==> config.mk <==
export PLATFORM = sky130hd
export DESIGN_NAME = slv_guard_watchdog
export DESIGN_NICKNAME = d
export VERILOG_FILES = /design/src/rtl/slv_guard_wd_pkg.sv /design/src/rtl/slv_guard_wd_chan.sv /design/src/rtl/slv_guard_watchdog.sv
export SDC_FILE = /design/constraint.sdc
export NUM_CORES = 1
export LEC_CHECK = 0
export CAP_MARGIN = 40
export CORE_UTILIZATION = 58
export CTS_BUF_LIST = sky130_fd_sc_hd__clkbuf_16
export CTS_CLUSTER_SIZE = 28
export DETAILED_ROUTE_END_ITERATION = 10
export PLACE_DENSITY_LB_ADDON = 0.3
export SKIP_CTS_REPAIR_TIMING = 1
export SLEW_MARGIN = 20
export SYNTH_ARGS = -nofsm -noshare
export SYNTH_HDL_FRONTEND = slang
export SYNTH_SLANG_ARGS = --single-unit
==> constraint.sdc <==
create_clock -name clk_i -period 2.9 [get_ports clk_i]
set_clock_uncertainty 0.2 [all_clocks]
set_input_delay 0.29 -clock clk_i [delete_from_list [all_inputs] [get_ports clk_i]]
set_output_delay 0.29 -clock clk_i [all_outputs]
set_load 0.005 [all_outputs]
==> src/rtl/slv_guard_wd_pkg.sv <==
// Shared types for the slave-guard watchdog: fault causes, per-port
// supervisor states and the outstanding-transaction counter width.
package slv_guard_wd_pkg;

  // Fault cause; on same-cycle events the numerically highest code is kept.
  typedef enum logic [2:0] {
    CAUSE_NONE  = 3'd0,
    CAUSE_AW    = 3'd1,
    CAUSE_W     = 3'd2,
    CAUSE_B     = 3'd3,
    CAUSE_AR    = 3'd4,
    CAUSE_R     = 3'd5,
    CAUSE_PROTO = 3'd6,
    CAUSE_OVF   = 3'd7
  } cause_e;

  // Per-port supervisor states.
  typedef enum logic [2:0] {
    ST_MON      = 3'd0,
    ST_FAULT    = 3'd1,
    ST_RST_REQ  = 3'd2,
    ST_RST_WAIT = 3'd3,
    ST_HALT     = 3'd4
  } wd_state_e;

  // Width needed to count 0..max_txns outstanding transactions.
  function automatic int pend_width(input int max_txns);
    return $clog2(max_txns + 1);
  endfunction

endpackage

==> src/rtl/slv_guard_wd_chan.sv <==
// One monitored subordinate port: pending-transaction counters, five
// stall/latency timers, fault classification and the reset-request FSM.
module slv_guard_wd_chan
  import slv_guard_wd_pkg::*;
#(
  parameter int CntWidth = 10,
  parameter int MaxTxns  = 8
) (
  input  logic                clk_i,
  input  logic                rst_i,
  input  logic                guard_ena_i,
  input  logic [1:0]          aw_hs_i,
  input  logic [2:0]          w_hs_i,
  input  logic [1:0]          b_hs_i,
  input  logic [1:0]          ar_hs_i,
  input  logic [2:0]          r_hs_i,
  input  logic [CntWidth-1:0] budget_aw_i,
  input  logic [CntWidth-1:0] budget_w_i,
  input  logic [CntWidth-1:0] budget_b_i,
  input  logic [CntWidth-1:0] budget_ar_i,
  input  logic [CntWidth-1:0] budget_r_i,
  input  logic                clr_i,
  input  logic                rst_stat_i,
  output logic                timeout_o,
  output cause_e              cause_o,
  output logic                rst_req_o
);

  localparam int PW = pend_width(MaxTxns);
  localparam logic [PW-1:0]       PEND_MAX  = PW'(MaxTxns);
  localparam logic [PW-1:0]       PEND_ZERO = {PW{1'b0}};
  localparam logic [PW-1:0]       PEND_ONE  = {{(PW-1){1'b0}}, 1'b1};
  localparam logic [CntWidth-1:0] TMR_ZERO  = {CntWidth{1'b0}};
  localparam logic [CntWidth-1:0] TMR_ONE   = {{(CntWidth-1){1'b0}}, 1'b1};
  localparam logic [CntWidth-1:0] TMR_SAT   = {CntWidth{1'b1}};

  // Pending counters: index 0 = AW awaiting W last, 1 = awaiting B, 2 = AR awaiting R last.
  // Timers: index 0..4 = AW, W, B, AR, R.
  wd_state_e           r_state;
  wd_state_e           w_state_nxt;
  cause_e              r_cause;
  cause_e              w_cause_nxt;
  cause_e              w_cause_evt;
  logic                r_timeout;
  logic                r_rst_req;
  logic [PW-1:0]       r_pend     [3];
  logic [PW-1:0]       w_pend_nxt [3];
  logic [CntWidth-1:0] r_tmr      [5];
  logic [CntWidth-1:0] w_tmr_nxt  [5];
  logic [CntWidth-1:0] w_budget   [5];
  logic [2:0]          w_inc;
  logic [2:0]          w_dec;
  logic [4:0]          w_run;
  logic [4:0]          w_hit;
  logic [4:0]          w_tmr_off;
  logic                w_aw_hs, w_w_hs, w_wl_hs, w_b_hs, w_ar_hs, w_r_hs, w_rl_hs;
  logic                w_proto;
  logic                w_ovf;
  logic                w_clr_cnt;

  assign w_aw_hs = aw_hs_i[1] & aw_hs_i[0];
  assign w_w_hs  = w_hs_i[2] & w_hs_i[1];
  assign w_wl_hs = w_w_hs & w_hs_i[0];
  assign w_b_hs  = b_hs_i[1] & b_hs_i[0];
  assign w_ar_hs = ar_hs_i[1] & ar_hs_i[0];
  assign w_r_hs  = r_hs_i[2] & r_hs_i[1];
  assign w_rl_hs = w_r_hs & r_hs_i[0];

  assign w_inc = {w_ar_hs, w_wl_hs, w_aw_hs};
  assign w_dec = {w_rl_hs, w_b_hs,  w_wl_hs};

  assign w_budget[0] = budget_aw_i;
  assign w_budget[1] = budget_w_i;
  assign w_budget[2] = budget_b_i;
  assign w_budget[3] = budget_ar_i;
  assign w_budget[4] = budget_r_i;

  // Address stalls count while valid waits on ready; data/response latency
  // counts while something is outstanding and no beat arrives.
  assign w_run[0] = aw_hs_i[1] & ~aw_hs_i[0];
  assign w_run[1] = (r_pend[0] != PEND_ZERO) & ~w_w_hs;
  assign w_run[2] = (r_pend[1] != PEND_ZERO) & ~w_b_hs;
  assign w_run[3] = ar_hs_i[1] & ~ar_hs_i[0];
  assign w_run[4] = (r_pend[2] != PEND_ZERO) & ~w_r_hs;

  // A response beat arriving with nothing outstanding is a protocol error;
  // a same-cycle address handshake legitimises a W/R last.
  assign w_proto = (w_wl_hs & (r_pend[0] == PEND_ZERO) & ~w_aw_hs)
                 | (w_b_hs  & (r_pend[1] == PEND_ZERO))
                 | (w_rl_hs & (r_pend[2] == PEND_ZERO) & ~w_ar_hs);

  assign w_clr_cnt = (r_state == ST_RST_WAIT) & ~rst_stat_i;

  // Timer budget hits, overflow detection and per-counter next values.
  always_comb begin
    w_hit     = 5'b00000;
    w_tmr_off = 5'b00000;
    w_ovf     = 1'b0;
    for (int k = 0; k < 5; k++) begin
      w_hit[k]     = w_run[k] & (w_budget[k] != TMR_ZERO) & (r_tmr[k] == w_budget[k]);
      w_tmr_off[k] = ~guard_ena_i | (w_budget[k] == TMR_ZERO);
      if (!w_run[k]) begin
        w_tmr_nxt[k] = TMR_ZERO;
      end else if (r_tmr[k] == TMR_SAT) begin
        w_tmr_nxt[k] = TMR_SAT;
      end else begin
        w_tmr_nxt[k] = r_tmr[k] + TMR_ONE;
      end
    end
    for (int i = 0; i < 3; i++) begin
      w_ovf = w_ovf | (w_inc[i] & ~w_dec[i] & (r_pend[i] == PEND_MAX));
      if (w_inc[i] && !w_dec[i] && (r_pend[i] != PEND_MAX)) begin
        w_pend_nxt[i] = r_pend[i] + PEND_ONE;
      end else if (w_dec[i] && !w_inc[i] && (r_pend[i] != PEND_ZERO)) begin
        w_pend_nxt[i] = r_pend[i] - PEND_ONE;
      end else begin
        w_pend_nxt[i] = r_pend[i];
      end
    end
  end

  // Highest-coded event of this cycle becomes the candidate cause.
  always_comb begin
    w_cause_evt = CAUSE_NONE;
    if (w_ovf) begin
      w_cause_evt = CAUSE_OVF;
    end else if (w_proto) begin
      w_cause_evt = CAUSE_PROTO;
    end else if (w_hit[4]) begin
      w_cause_evt = CAUSE_R;
    end else if (w_hit[3]) begin
      w_cause_evt = CAUSE_AR;
    end else if (w_hit[2]) begin
      w_cause_evt = CAUSE_B;
    end else if (w_hit[1]) begin
      w_cause_evt = CAUSE_W;
    end else if (w_hit[0]) begin
      w_cause_evt = CAUSE_AW;
    end else begin
      w_cause_evt = CAUSE_NONE;
    end
  end

  // Supervisor next state: fault latch, reset handshake, software release.
  always_comb begin
    w_state_nxt = r_state;
    w_cause_nxt = r_cause;
    case (r_state)
      ST_MON: begin
        if (guard_ena_i && (w_cause_evt != CAUSE_NONE)) begin
          w_state_nxt = ST_FAULT;
          w_cause_nxt = w_cause_evt;
        end else begin
          w_state_nxt = ST_MON;
        end
      end
      ST_FAULT: begin
        w_state_nxt = ST_RST_REQ;
      end
      ST_RST_REQ: begin
        if (rst_stat_i) begin
          w_state_nxt = ST_RST_WAIT;
        end else begin
          w_state_nxt = ST_RST_REQ;
        end
      end
      ST_RST_WAIT: begin
        if (!rst_stat_i) begin
          w_state_nxt = ST_HALT;
        end else begin
          w_state_nxt = ST_RST_WAIT;
        end
      end
      ST_HALT: begin
        if (clr_i) begin
          w_state_nxt = ST_MON;
          w_cause_nxt = CAUSE_NONE;
        end else begin
          w_state_nxt = ST_HALT;
        end
      end
      default: begin
        w_state_nxt = ST_MON;
        w_cause_nxt = CAUSE_NONE;
      end
    endcase
  end

  // State, registered outputs, counters (frozen outside MON) and timers.
  always_ff @(posedge clk_i) begin
    if (rst_i) begin
      r_state   <= ST_MON;
      r_cause   <= CAUSE_NONE;
      r_timeout <= 1'b0;
      r_rst_req <= 1'b0;
      for (int i = 0; i < 3; i++) r_pend[i] <= PEND_ZERO;
      for (int k = 0; k < 5; k++) r_tmr[k] <= TMR_ZERO;
    end else begin
      r_state   <= w_state_nxt;
      r_cause   <= w_cause_nxt;
      r_timeout <= (w_state_nxt != ST_MON);
      r_rst_req <= (w_state_nxt == ST_RST_REQ);
      for (int i = 0; i < 3; i++) begin
        if (w_clr_cnt) begin
          r_pend[i] <= PEND_ZERO;
        end else if (r_state == ST_MON) begin
          r_pend[i] <= w_pend_nxt[i];
        end else begin
          r_pend[i] <= r_pend[i];
        end
      end
      for (int k = 0; k < 5; k++) begin
        if (w_clr_cnt || w_tmr_off[k]) begin
          r_tmr[k] <= TMR_ZERO;
        end else if (r_state == ST_MON) begin
          r_tmr[k] <= w_tmr_nxt[k];
        end else begin
          r_tmr[k] <= r_tmr[k];
        end
      end
    end
  end

  assign timeout_o = r_timeout;
  assign cause_o   = r_cause;
  assign rst_req_o = r_rst_req;

endmodule

==> src/rtl/slv_guard_watchdog.sv <==
// Per-subordinate AXI watchdog: one independent channel monitor per port,
// with a single interrupt summarising all latched faults.
module slv_guard_watchdog
  import slv_guard_wd_pkg::*;
#(
  parameter int NumSub   = 2,
  parameter int CntWidth = 10,
  parameter int MaxTxns  = 8
) (
  input  logic                  clk_i,
  input  logic                  rst_i,
  input  logic                  guard_ena_i,
  input  logic [NumSub*2-1:0]   aw_hs_i,
  input  logic [NumSub*3-1:0]   w_hs_i,
  input  logic [NumSub*2-1:0]   b_hs_i,
  input  logic [NumSub*2-1:0]   ar_hs_i,
  input  logic [NumSub*3-1:0]   r_hs_i,
  input  logic [CntWidth-1:0]   budget_aw_i,
  input  logic [CntWidth-1:0]   budget_w_i,
  input  logic [CntWidth-1:0]   budget_b_i,
  input  logic [CntWidth-1:0]   budget_ar_i,
  input  logic [CntWidth-1:0]   budget_r_i,
  input  logic [NumSub-1:0]     clr_i,
  input  logic [NumSub-1:0]     rst_stat_i,
  output logic [NumSub-1:0]     timeout_o,
  output logic [NumSub*3-1:0]   cause_o,
  output logic [NumSub-1:0]     rst_req_o,
  output logic                  irq_o
);

  cause_e w_cause [NumSub];

  for (genvar g = 0; g < NumSub; g++) begin : g_port
    slv_guard_wd_chan #(
      .CntWidth (CntWidth),
      .MaxTxns  (MaxTxns)
    ) u_chan (
      .clk_i       (clk_i),
      .rst_i       (rst_i),
      .guard_ena_i (guard_ena_i),
      .aw_hs_i     (aw_hs_i[g*2 +: 2]),
      .w_hs_i      (w_hs_i[g*3 +: 3]),
      .b_hs_i      (b_hs_i[g*2 +: 2]),
      .ar_hs_i     (ar_hs_i[g*2 +: 2]),
      .r_hs_i      (r_hs_i[g*3 +: 3]),
      .budget_aw_i (budget_aw_i),
      .budget_w_i  (budget_w_i),
      .budget_b_i  (budget_b_i),
      .budget_ar_i (budget_ar_i),
      .budget_r_i  (budget_r_i),
      .clr_i       (clr_i[g]),
      .rst_stat_i  (rst_stat_i[g]),
      .timeout_o   (timeout_o[g]),
      .cause_o     (w_cause[g]),
      .rst_req_o   (rst_req_o[g])
    );
    assign cause_o[g*3 +: 3] = w_cause[g];
  end

  assign irq_o = |timeout_o;

endmodule

==> impl_metrics.tcl, run 1 <==
set metrics [dict create \
    maxCapViolations 0 \
    drive_gt1_share_pct 6.76 \
    die_y_um 129 \
    startpoint_type "flop" \
    floorplan.initialDensity_pct 60.2 \
    synth_ff_type "edfxtp_1" \
    hold_class "flop to flop" \
    antenna_left 0 \
    cts_num_sinks 140 \
    synth_top_family_by_area "simple AND/OR/NAND/NOR gates" \
    drc 0 \
    final_util_pct 72.6 \
    antenna_found_initial 0 \
    dieWidth_um 129 \
    ys_warn_count 0 \
    htreeDepth 4 \
    swShare_pct 29.3 \
    post-route-period-util_pct 92.3 \
    synth.top_cell.area_share_pct 40.1 \
    wirelength_um 22400 \
    grt_pass1_wl_um 36200 \
    fin_nets 1190 \
    place.gp.congestion 0.906 \
    syn-cell-area_sq_um 9290 \
    worstHoldPathCells 2 \
    first_iter_violations 659 \
    status "finished clean" \
    min_from "g_port[1].u_chan.cause_o[1]" \
    core_area_sq_um 15400 \
    grt_setup_unrepaired "false" \
    ctsRootBufferMaster "clkbuf_16" \
    synth_top_area_cell "edfxtp_1" \
    synth-xor-area-share_pct 15.3 \
    synth_area_leaders "edfxtp_1 (40%), xnor2_1 (9.5%), xor2_1 (5.8%)" \
    critPathArrivalTime_ps 2790 \
    synth_area_per_cell_sq_um 9.71 \
    rows 45 \
    clockPowerShare_pct 32.8 \
    cp-end-kind "flop" \
    n_fill_cell 1117 \
    worst_slew_pin_slew_ps 558 \
    drv_slew 0 \
    io_buffer_count 91 \
    vias 7818 \
    rr_endpoint "g_port[1].u_chan.r_state[0]" \
    irDropWorstVdd_mv 0.421 \
    gr-total-overflow 0 \
    synthSimpleGateAreaFrac_pct 23.6 \
    reg2reg_depth 7 \
    synthTopCellsByCount "edfxtp_1 (124), xnor2_1 (101), nor2_1 (98), a21oi_1 (96), nand3_1 (82)" \
    die_area_sq_um 16500 \
    reg2reg_slack_ps 220 \
    muxShareOfSynthArea_pct 1.45 \
    io_pins 92 \
    fmax_mhz 374 \
    yosysSeqAreaShare_pct 43.5 \
    dr.pass1.iters 5 \
    leakage_nw 4.00 \
    clk_pin_slew_ps 60 \
    clk_latency_ps 430 \
    min_period_ps 2680 \
    yosys.area_share.adder_pct 4.26 \
    crit_path_max_fanout 5 \
    p_per_area_nw_per_um2 579 \
    clockBufferDepth 2 \
    synth_enable_flop_cells 124 \
    cts_tree "built" \
    setup_viol 0 \
    grt_max_degree 21 \
    ys_seq_elements 140 \
    hold_viol_final 0 \
    p_int_w 0.00458 \
    synth-async-reset-ratio_pct 0 \
    path_class "flop to flop" \
    post-synth-top-count-cell "edfxtp_1" \
    cts_inserted_buffers 17 \
    route.detailed.vias_per_inst 5.99 \
    combPwrFrac_pct 23.2 \
    total_power_w 0.00648 \
    grt_pass1_vias 7480 \
    dp_hpwl_um 16700 \
    power_frac_seq_pct 44.0 \
    required_ps 3010 \
    area_growth_pct 20.5 \
    antenna_cells 0 \
    holdPathEnd "g_port[1].u_chan.cause_o[1]" \
    ff_latch_area_sq_um 4040 \
    synth_nets 1066 \
    synth-compound-area-share_pct 10.4 \
    r2r_start "g_port[1].u_chan.r_tmr[1][3]" \
    slew_headroom_pct 62.6 \
    postSynthCellCount 957 \
    ys_types 58 \
    grtUsageTotal_pct 28.2 \
    multi_input_area_sq_um 5100 \
    wire_per_inst_um 17.2 \
    p_sw_w 0.00190 \
]
kinds of logic (layout without fill, tap and decap cells):
group,after synthesis,count (layout)
multiplexers,13,13
adder cells (fa/ha/maj),28,28
XOR/XNOR,162,162
AND/OR/NAND/NOR,416,416
flip-flops,140,140
buffers and inverters,34,171
AO/OA/AOI/OAI,164,164
cells in the final DEF, fill, tap and decap left out, drive strengths merged, types with 8 or more instances in the layout:
cell type | synthesis | routed
a31oi | 11 | 11
clkdlybuf4s50 | 0 | 91
and3 | 29 | 29
buf | 5 | 34
xnor2 | 101 | 101
clkinv | 0 | 8
nor4 | 23 | 23
o21ai | 30 | 30
clkbuf | 15 | 17
inv | 14 | 18
ha | 22 | 22
a21o | 8 | 8
a21oi | 96 | 96
nand3b | 14 | 14
dfxtp | 16 | 16
mux2i | 12 | 12
nor3 | 19 | 19
nor2 | 98 | 98
xor2 | 61 | 61
nand3 | 83 | 83
and2 | 11 | 11
edfxtp | 124 | 124
nand2 | 59 | 59
nand4 | 27 | 27
nand2b | 13 | 13
worst max-delay path: stages, from the launching register on:
cell and delay [ps]:
edfxtp_1 480, xor2_1 190, or4b_1 590, o31ai_1 360
o311ai_1 210, o211ai_2 300, buf_4 170, a21oi_1 50
state kept, by name, indices dropped and copies added (netlist names):
name / flops
g_port.u_chan.cause_o: 6
g_port.u_chan.rst_req_o: 2
g_port.u_chan.r_state: 6
g_port.u_chan.r_tmr: 100
g_port.u_chan.r_pend: 24
g_port.u_chan.timeout_o: 2
worst max path at each step:
stage                                        startpoint                            to  slack (ps)  depth (start not counted)
after floorplan           g_port[0].u_chan.r_pend[0][0]   g_port[0].u_chan.cause_o[2]         490                          7
after detailed placement                  rst_stat_i[1]  g_port[1].u_chan.r_tmr[0][5]         -20                          5
final                      g_port[1].u_chan.r_tmr[1][3]   g_port[1].u_chan.r_state[0]         220                          7
after global placement                   budget_aw_i[7]   g_port[0].u_chan.cause_o[2]          20                          8
after CTS                  g_port[1].u_chan.r_tmr[1][3]   g_port[1].u_chan.r_state[0]         250                          7
after global routing       g_port[1].u_chan.r_tmr[0][6]   g_port[1].u_chan.cause_o[0]          80                          8
stage by stage:
| stage | TNS [ps] | hold WS [ps] | instances | instance area [sq um] | setup WS (ps) |
|---|---|---|---|---|---|
| 6_report | 0 | 303 | 1305 | 11200 | 223 |
| 5_1_grt | 0 | 347 | 1305 | 11200 | 82.6 |
| 3_5_place_dp | -363 | 287 | 1272 | 10600 | -23.4 |
| 2_1_floorplan | 0 | 254 | 957 | 9290 | 488 |
| 4_1_cts | 0 | 299 | 1304 | 11200 | 250 |
| 3_3_place_gp | 0 | 278 | 1272 | 10600 | 23.5 |
power by group through the flow:
stage	Clock (W)	Combinational, W	Sequential, W
finish	0.00212	0.00150	0.00285
global route	0.00222	0.00167	0.00289
CTS	0.00214	0.00149	0.00284
detailed placement	0	0.00148	0.00288
global placement	0	0.00142	0.00287
floorplan	0	0.00102	0.00279
per-layer routing:
metal	vias up	wire length [um]	GRT usage (%)	part of all wire [%]
met3	46	1310	4.24	5.8
met1	3705	9800	37.8	44
met2	275	10600	45.6	47
met4	0	671	12.7	3.0
met5	-	0	0	0
li1	3792	-	-	-
cell type report:
cell class / instances / share of cell area, %
Clock buffer: 17 / 3.80
Timing Repair Buffer: 125 / 10.4
Multi-Input combinational cell: 783 / 45.6
Inverter: 14 / 0.469
Tap cell: 211 / 2.36
Sequential cell: 140 / 36.1
Clock inverter: 15 / 1.26
No activity file was read; power rests on OpenSTA's default activity.
==> run 2, diff against run 1 <==
--- a/config.mk
+++ b/config.mk
@@ -11,6 +11,7 @@
 export CTS_CLUSTER_SIZE = 28
 export DETAILED_ROUTE_END_ITERATION = 10
 export PLACE_DENSITY_LB_ADDON = 0.3
+export REMOVE_ABC_BUFFERS = 1
 export SKIP_CTS_REPAIR_TIMING = 1
 export SLEW_MARGIN = 20
 export SYNTH_ARGS = -nofsm -noshare
==> impl_metrics.tcl, run 2 (same netlist as run 1, synthesis figures left out) <==
set metrics [dict create \
    status "finished clean" \
    clk_pin_slew_ps 60 \
    crit_path_max_fanout 5 \
    drive_gt1_share_pct 7.89 \
    dp_hpwl_um 17400 \
    n_fill_cell 1143 \
    total_power_w 0.00657 \
    largest_reg_flops 100 \
    vias 8009 \
    cts_num_sinks 140 \
    dp_cells 1281 \
    grtUsageTotal_pct 29.8 \
    drc 0 \
    rows 45 \
    antenna_cells 0 \
    critPathArrivalTime_ps 2820 \
    maxCapViolations 0 \
    grt_setup_unrepaired "false" \
    die_area_sq_um 16500 \
    area_growth_pct 21.6 \
    antenna_left 0 \
    htreeDepth 4 \
    gr-total-overflow 0 \
    hold_viol_final 0 \
    first_iter_violations 719 \
    grt_max_degree 21 \
    reg2reg_depth 8 \
    cp-end-kind "flop" \
    worst_slew_pin_slew_ps 523 \
    setup_viol 0 \
    fin_nets 1198 \
    fin_cells 1313 \
    irDropWorstVdd_mv 0.499 \
    io_pins 92 \
    path_class "flop to flop" \
    worstHoldPathCells 2 \
    dieWidth_um 129 \
    clockBufferDepth 2 \
    cts_tree "built" \
    hold_class "flop to flop" \
    drv_slew 0 \
    largest_register "g_port.u_chan.r_tmr" \
    startpoint_type "flop" \
    fmax_mhz 369 \
    layout_commonest_cell "edfxtp_1" \
    floorplan.initialDensity_pct 60.2 \
    leakage_nw 4.06 \
    route.detailed.vias_per_inst 6.10 \
    grt_pass1_vias 7804 \
    clk_latency_ps 430 \
    min_period_ps 2710 \
    post-route-period-util_pct 93.3 \
    slew_headroom_pct 65.0 \
    place.gp.congestion 0.911 \
    die_y_um 129 \
    final_cell_mix "edfxtp_1 (124), xnor2_1 (101), nor2_1 (98)" \
    required_ps 3020 \
    reg_top3 "g_port.u_chan.r_tmr x100, g_port.u_chan.r_pend x24" \
    dr.pass1.iters 5 \
    wirelength_um 23400 \
    core_area_sq_um 15400 \
    p_per_area_nw_per_um2 582 \
    cts_inserted_buffers 17 \
    antenna_found_initial 0 \
    io_buffer_count 91 \
    grt_pass1_wl_um 38100 \
    wire_per_inst_um 17.8 \
    ctsRootBufferMaster "clkbuf_16" \
]
run 2: cell types whose count changed in the layout (fill, tap and decap cells not counted), moves of 2 or more:
cell       delta
clkinv_1      -3
clkinv_2      -4
inv_2         +2
buf_4         +8
inv_4         +3
bufinv_16     -3
clkbuf_16     +5
run 2: worst max-delay path, cell delays in order (launching register included):
cell,delay [ps]
edfxtp_1,440
or4_1,590
nand2_1,220
nor4_2,90
buf_4,150
a211oi_2,240
a31oi_2,130
o21ba_4,250
mux2_4,290
run 2: final timing paths:
path	from	endpoint	slack [ps]
max	g_port[0].u_chan.r_pend[1][3]	g_port[0].u_chan.cause_o[2]	190
min	g_port[0].u_chan.cause_o[1]	g_port[0].u_chan.cause_o[1]	260
max reg2reg	g_port[0].u_chan.r_pend[1][3]	g_port[0].u_chan.cause_o[2]	190
min reg2reg	g_port[0].u_chan.cause_o[1]	g_port[0].u_chan.cause_o[1]	260
run 2: where the power goes:
part,leakage [nW],switching (W),internal (W)
combinational,2.14,0.000779,0.000756
clock,0.317,0.000848,0.00134
sequential,1.60,0.000326,0.00252
total,4.06,0.00195,0.00462
run 2: layout make-up:
type                            instances  area (sq um)  share of cell area [%]
Sequential cell                       140          4040                    35.8
Multi-Input combinational cell        783          5110                    45.2
Tap cell                              211           264                    2.34
Inverter                               14          52.6                   0.465
Clock buffer                           22           551                    4.87
Clock inverter                         10          51.3                   0.454
Timing Repair Buffer                  133          1230                    10.9
run 2: stage by stage:
step	setup slack (ps)	TNS [ps]	util, %	hold slack, ps	cell area, sq um
after global placement	58.8	0	69.3	244	10700
after detailed placement	-44.1	-74.6	69.3	257	10700
final	193	0	73.2	263	11300
after CTS	171	0	73.2	267	11300
after global routing	46.1	0	73.2	283	11300
after floorplan	488	0	-	159	9200
run 2: layer usage:
metal / track usage (%) / up-vias / share of wire (%)
met4: 12.5 / 0 / 3.1
met2: 48.5 / 290 / 47
met3: 5.90 / 52 / 6.6
met1: 38.9 / 3856 / 44
met5: 0 / - / 0
li1: - / 3811 / -
